**config.mk**
```make
export PLATFORM = sky130hd
export DESIGN_NAME = clk_div_prog
export DESIGN_NICKNAME = d
export VERILOG_FILES = /design/src/rtl/clk_div_pkg.sv /design/src/rtl/clk_div_chan.sv /design/src/rtl/clk_div_prog.sv
export SDC_FILE = /design/constraint.sdc
export NUM_CORES = 1
export LEC_CHECK = 0
export CELL_PAD_IN_SITES_DETAIL_PLACEMENT = 1
export CELL_PAD_IN_SITES_GLOBAL_PLACEMENT = 1
export CORE_MARGIN = 3
export CORE_UTILIZATION = 46
export CTS_CLUSTER_DIAMETER = 150
export CTS_CLUSTER_SIZE = 8
export DETAILED_ROUTE_END_ITERATION = 6
export PLACE_DENSITY = 0.83
export REMOVE_ABC_BUFFERS = 1
export SYNTH_ARGS = -nofsm -noshare
export SYNTH_HDL_FRONTEND = slang
export SYNTH_SLANG_ARGS = --single-unit
```
**constraint.sdc**
```tcl
create_clock -name clk -period 4.25 [get_ports clk]
set_clock_uncertainty 0.15 [all_clocks]
set_input_delay 1.0625 -clock clk [delete_from_list [all_inputs] [get_ports clk]]
set_output_delay 1.0625 -clock clk [all_outputs]
set_load 0.02 [all_outputs]
```
**src/rtl/clk_div_pkg.sv**
```systemverilog
// clk_div_pkg: shared mode type and channel-select width helper for the programmable divider
package clk_div_pkg;

    typedef enum logic {DIV_TOGGLE = 1'b0, DIV_PULSE = 1'b1} div_mode_t;

    function automatic int chan_w(input int n);
        return (n > 1) ? $clog2(n) : 1;
    endfunction

endpackage

```
**src/rtl/clk_div_chan.sv**
```systemverilog
// clk_div_chan: one divider channel with shadowed divisor/mode applied at terminal count or while idle
module clk_div_chan
    import clk_div_pkg::*;
#(
    parameter int W           = 16,
    parameter int DEFAULT_DIV = 255
) (
    input  logic         clk,
    input  logic         reset,
    input  logic         en,
    input  logic         load,
    input  logic [W-1:0] load_div,
    input  div_mode_t    load_mode,
    output logic         pending,
    output logic         tick,
    output logic         y
);

    logic [W-1:0] count;
    logic [W-1:0] div;
    logic [W-1:0] shadow_div;
    div_mode_t    mode;
    div_mode_t    shadow_mode;
    logic         term;
    logic         apply;

    always_comb begin
        term  = en && (count == div);
        apply = pending && (term || !en);
    end

    // Later assignments win: apply overrides the count step, and a pulse->toggle switch clears y.
    always_ff @(posedge clk) begin
        if (reset) begin
            count       <= '0;
            div         <= W'(DEFAULT_DIV);
            mode        <= DIV_TOGGLE;
            shadow_div  <= '0;
            shadow_mode <= DIV_TOGGLE;
            pending     <= 1'b0;
            tick        <= 1'b0;
            y           <= 1'b0;
        end else begin
            tick <= term;
            if (en) begin
                count <= term ? '0 : count + W'(1);
                y     <= (mode == DIV_PULSE) ? term : (y ^ term);
            end else if (mode == DIV_PULSE) begin
                y <= 1'b0;
            end
            if (apply) begin
                div     <= shadow_div;
                mode    <= shadow_mode;
                count   <= '0;
                pending <= 1'b0;
                if (mode == DIV_PULSE && shadow_mode == DIV_TOGGLE) y <= 1'b0;
            end
            if (load) begin
                shadow_div  <= load_div;
                shadow_mode <= load_mode;
                pending     <= 1'b1;
            end
        end
    end

endmodule

```
**src/rtl/clk_div_prog.sv**
```systemverilog
// clk_div_prog: multi-channel programmable clock/tick divider with a valid/ready divisor load port
module clk_div_prog
    import clk_div_pkg::*;
#(
    parameter int CHANNELS    = 2,
    parameter int W           = 16,
    parameter int DEFAULT_DIV = 255
) (
    input  logic                          clk,
    input  logic                          reset,
    input  logic [CHANNELS-1:0]           en,
    input  logic                          cfg_valid,
    output logic                          cfg_ready,
    input  logic [chan_w(CHANNELS)-1:0]   cfg_ch,
    input  logic [W-1:0]                  cfg_div,
    input  logic                          cfg_mode,
    output logic [CHANNELS-1:0]           tick,
    output logic [CHANNELS-1:0]           y
);

    logic [CHANNELS-1:0] pending;
    logic [CHANNELS-1:0] load;

    // Out-of-range channels are always ready so their loads are swallowed.
    always_comb begin
        cfg_ready = 1'b1;
        load      = '0;
        for (int i = 0; i < CHANNELS; i++)
            if (int'(cfg_ch) == i) cfg_ready = !pending[i];
        for (int i = 0; i < CHANNELS; i++)
            load[i] = cfg_valid && cfg_ready && (int'(cfg_ch) == i);
    end

    for (genvar g = 0; g < CHANNELS; g++) begin : g_chan
        clk_div_chan #(
            .W           (W),
            .DEFAULT_DIV (DEFAULT_DIV)
        ) u_chan (
            .clk       (clk),
            .reset     (reset),
            .en        (en[g]),
            .load      (load[g]),
            .load_div  (cfg_div),
            .load_mode (div_mode_t'(cfg_mode)),
            .pending   (pending[g]),
            .tick      (tick[g]),
            .y         (y[g])
        );
    end

endmodule

```
==> results.ini, run 1 <==
[grt]
grt_usage = 0.200
grt_pass1_vias = 3894
grt_pass1_wl_um = 18400
grt_max_degree = 45
grt_antenna_before_repair = 0
gr-total-overflow = 0

[clock_tree]
cts_resized = 0
cts_hold_buf = 0
clk_pin_slew_ns = 0.10
cts_root_buffer = clkbuf_8
postCtsSetupRepairBufs = 0
numCtsBuffers = 9
cts.sinks = 106
insertion_delay_ns = 0.36
cts.htree.levels = 3
cts_tree = yes
cts_buffer_depth = 2

[place]
port_buffers = 27
gp_congestion = 0.781
dp_hpwl_um = 7650
pre_cts_ws_ns = 0.569

[detailed_routing]
postRouteAntennaNets = 0
drc = 0
viasPerCell = 5.62
wl_per_cell_um = 16.0
initialDrtViolationCount = 107
drt-total-wl_um = 10900
firstDrtPassIters = 4
vias = 3829

[synth]
ys_ff_latch = 106
synthTopCellsByArea = dfxtp_1, xnor2_1, nand2_1, a21oi_1, nand3_1
yosysTopAreaCell = dfxtp_1
synth_largest_type_area_fraction = 0.467
syn_avg_cell_area_sq_um = 8.36
netlist_instances = 544
ys_warn_count = 0
ys_types = 35
synth_area_sq_um = 4550
ys_seq_area_frac = 0.467

[sta]
hold_viol_final = 0
fmax_ghz = 0.273
period_minus_slack_ns = 3.66
worst_slack_ns = 0.589
rsz0062_at_grt = false
tightest_slew_ns = 0.991
setup_tns_ns = 0
finalCritPeriodShare = 0.861
slew_violations = 0
setup_viol_count_final = 0
slew_headroom = 0.335

[worst_setup_path]
endpoint_kind = primary output
critPathKind = in -> out
worstSetupStartpointType = primary input
startpoint = cfg_ch
arrival_ns = 2.45
worstPathRequired_ns = 3.04
r2r_cells = 5
crit_fanout = 4
rr_startpoint = g_chan[1].u_chan.count[4]

[floorplan]
start_util = 0.483
rows = 35
ios = 28
die_width_um = 105
core_sq_um = 9420
die_y_um = 105
die-area_sq_um = 11100

[cells_and_area]
layout_common_cells = dfxtp_1, nand2_1, a21oi_1, nor2_1, xnor2_1
finalNetCount = 572
syn2layout_area_growth_pct = 11.1
final_common_cell = dfxtp_1
drive_gt1_frac = 0.0525
num_antenna_cells = 0

[power]
p_leak_nw = 1.64
p_per_area_nw_per_um2 = 363
vdd_drop_max_mv = 0.150

[hold_path]
hp-class = reg -> reg
hold_depth = 2
hold_path.startpoint = g_chan[1].u_chan.shadow_div[13]

[run_status]
status = complete, no violations

[run]
maxCapViolations = 0

## final timing paths
kind | slack (ns) | endpoint
worst max-delay path | 0.59 | cfg_ready
worst min register to register | 0.31 | g_chan[1].u_chan.shadow_div[13]
worst max register to register | 1.52 | g_chan[1].u_chan.count[7]
worst min-delay path | 0.31 | g_chan[1].u_chan.shadow_div[13]
## synth_stat cells
library cell / n
a21oi_1: 58
or4_1: 2
inv_1: 5
ha_1: 2
nor2b_1: 2
nor2_1: 48
nor3b_1: 2
nor4_1: 2
a32oi_1: 1
nand3_1: 40
xor2_1: 14
buf_6: 1
or4_4: 2
mux2i_1: 3
nand4_2: 1
buf_4: 4
nor3_1: 5
and4_1: 1
xnor2_1: 44
a31oi_1: 1
and3_1: 3
buf_1: 2
o21ai_1: 2
o41ai_2: 2
o21ai_0: 36
nand4_1: 18
buf_2: 7
and2_1: 2
nand3b_1: 16
o41a_1: 2
dfxtp_1: 106
xnor2_2: 2
nand2_1: 82
clkbuf_1: 25
or2_2: 1
## layer usage
layer	GRT usage	wire, um	vias up
li1	-	-	1848
met4	0.0581	118	0
met1	0.269	5240	1925
met2	0.330	5250	43
met3	0.0367	272	13
met5	0	0	-
## state kept, by name (all words and copies together) (netlist names)
name                       cells
g_chan.u_chan.shadow_div      32
g_chan.u_chan.shadow_mode      2
g_chan.u_chan.tick             2
g_chan.u_chan.pending          2
g_chan.u_chan.div             32
g_chan.u_chan.y                2
g_chan.u_chan.mode             2
g_chan.u_chan.count           32
## report_power, final
group | switching, mW | internal (mW) | leakage [nW] | total, mW
Sequential | 0.0181 | 1.02 | 0.861 | 1.04
Clock | 0.344 | 0.308 | 0.110 | 0.653
Combinational | 0.0893 | 0.0547 | 0.666 | 0.144
## critical path, stage by stage
cell and delay [ns]:
clkdlybuf4s50_1 0.53, mux2i_1 0.22, clkdlybuf4s50_1 0.63
## stage by stage
step	area, sq um	util	total power, mW	hold WS [ns]	instances
after floorplan	4370	-	1.13	0.281	505
after global placement	4840	0.514	1.20	0.297	665
after detailed placement	4840	0.514	1.20	0.300	665
after CTS	5050	0.536	1.86	0.315	681
after global routing	5050	0.536	1.91	0.332	681
final	5050	0.536	1.83	0.313	681
## area by class of cell
type	instances	area, sq um
timing repair buffer	31	295
sequential	106	2120
multi-input combinational	394	2240
clock buffer	11	151
inverter	5	18.8
fill	1142	4370
tap	129	161
clock inverter	5	61.3
## cells by family (layout without fill, tap and decap cells)
kind of cell               count (synthesis)  in the layout  share of synthesized area
adders and majority gates                  2              2                    0.00550
AOI/OAI and AO/OA                        102            102                      0.121
DFF                                      106            106                      0.467
buffers and inverters                     44             52                     0.0432
and+or+nand+nor                          227            227                      0.238
muxes                                      3              3                    0.00660
xor gates and xnor gates                  60             60                      0.119
(Power assumes the default switching activity.)
==> run 2, diff against run 1 <==
Settings changed: GPL_ROUTABILITY_DRIVEN set to 1.
Clock period 4.25 ns to 4.59 ns, I/O delays scaled along.
==> results.ini, run 2 (synthesized netlist as in run 1, its figures left out) <==
[floorplan]
die_width_um = 105
die_y_um = 105
die-area_sq_um = 11100
ios = 28
core_sq_um = 9420
rows = 35
start_util = 0.483

[detailed_routing]
viasPerCell = 5.54
vias = 3775
drc = 0
drt-total-wl_um = 10900
postRouteAntennaNets = 0
firstDrtPassIters = 4
initialDrtViolationCount = 114
wl_per_cell_um = 16.0

[power]
seqPwrFrac = 0.580
p_comb_frac = 0.080
p_sw_mw = 0.455
p_leak_nw = 1.61
vdd_drop_max_mv = 0.175
p_per_area_nw_per_um2 = 330
intPower_mw = 1.20
swShare = 0.274
power_frac_clock = 0.340
finalPower_mw = 1.66

[clock_tree]
cts_buffer_depth = 2
cts.sinks = 106
cts_root_buffer = clkbuf_8
cts_hold_buf = 0
numCtsBuffers = 9
cts.htree.levels = 3
clk_pin_slew_ns = 0.10
insertion_delay_ns = 0.39
cts_tree = yes
cts_resized = 0
postCtsSetupRepairBufs = 0

[sta]
setup_viol_count_final = 0
fmax_ghz = 0.264
period_minus_slack_ns = 3.79
finalCritPeriodShare = 0.826
slew_violations = 0
hold_viol_final = 0
rsz0062_at_grt = false
slew_headroom = 0.304
tightest_slew_ns = 1.04
setup_tns_ns = 0

[worst_setup_path]
crit_top_cell = clkdlybuf4s50_1
crit_slowest_cell = clkdlybuf4s50_1
critPathKind = in -> out
slowest_delay_ns = 0.62
path_cells = clkdlybuf4s50_1, mux2i_1, clkdlybuf4s50_1
arrival_ns = 2.49
worstSetupStartpointType = primary input
crit_fanout = 4
endpoint_kind = primary output
worstPathRequired_ns = 3.29

[grt]
gr-total-overflow = 0
grt_antenna_before_repair = 0
grt_pass1_vias = 3824
grt_usage = 0.205
grt_pass1_wl_um = 18500
grt_max_degree = 43

[cells_and_area]
finalNetCount = 573
layout_common_cells = dfxtp_1, nand2_1, a21oi_1, nor2_1, xnor2_1
drive_gt1_frac = 0.0542
final_common_cell = dfxtp_1
top_regs = g_chan.u_chan.count (32), g_chan.u_chan.div (32), g_chan.u_chan.shadow_div (32)
num_antenna_cells = 0
syn2layout_area_growth_pct = 10.3

[place]
gp_congestion = 0.784
dp_hpwl_um = 7670
port_buffers = 27

[run]
maxCapViolations = 0

[run_status]
status = complete, no violations

[hold_path]
hp-class = reg -> reg

## run 2: stage by stage
stage	util	hold WS [ns]	setup slack, ns	area [sq um]	std cells
5_1_grt	0.533	0.334	0.760	5020	682
2_1_floorplan	-	0.281	1.74	4370	505
3_5_place_dp	0.513	0.301	0.799	4830	666
6_report	0.533	0.314	0.800	5020	682
3_3_place_gp	0.513	0.297	0.808	4830	666
4_1_cts	0.533	0.316	0.790	5020	682
## run 2: layout make-up
| cell class | count | area, sq um |
|---|---|---|
| repair buffers | 32 | 303 |
| clock buffers | 9 | 124 |
| inverters | 5 | 18.8 |
| multi-input cells | 394 | 2230 |
| flip-flops and latches | 106 | 2120 |
| clock inverters | 7 | 60.1 |
| fillers | 1154 | 4400 |
| well taps | 129 | 161 |
## run 2: metal layers
metal	up-vias	wire length (um)	GRT usage
met1	1873	5400	0.279
met3	7	334	0.0496
met2	42	5080	0.332
met5	-	0	0
li1	1853	-	-
met4	0	96	0.0450
## run 2: power by group through the flow
| stage | clock network [mW] | registers (mW) | logic (mW) |
|---|---|---|---|
| finish | 0.564 | 0.961 | 0.133 |
| global route | 0.621 | 0.965 | 0.148 |
| CTS | 0.576 | 0.961 | 0.133 |
| detailed placement | 0 | 0.982 | 0.132 |
| global placement | 0 | 0.981 | 0.127 |
| floorplan | 0 | 0.981 | 0.0667 |
## run 2: worst paths after layout
kind                                        from  slack [ns]  cells after the start                              to
hold reg to reg   g_chan[0].u_chan.shadow_div[9]        0.31                      2  g_chan[0].u_chan.shadow_div[9]
setup / recovery                          cfg_ch        0.80                      3                       cfg_ready
hold / removal    g_chan[0].u_chan.shadow_div[9]        0.31                      2  g_chan[0].u_chan.shadow_div[9]
setup reg to reg       g_chan[0].u_chan.count[8]        1.86                      5      g_chan[0].u_chan.count[11]
## run 2: worst max-delay path: cells and delay by family
family   cells  cell delay [ns]
buf+inv      2             1.15
mux          1             0.20
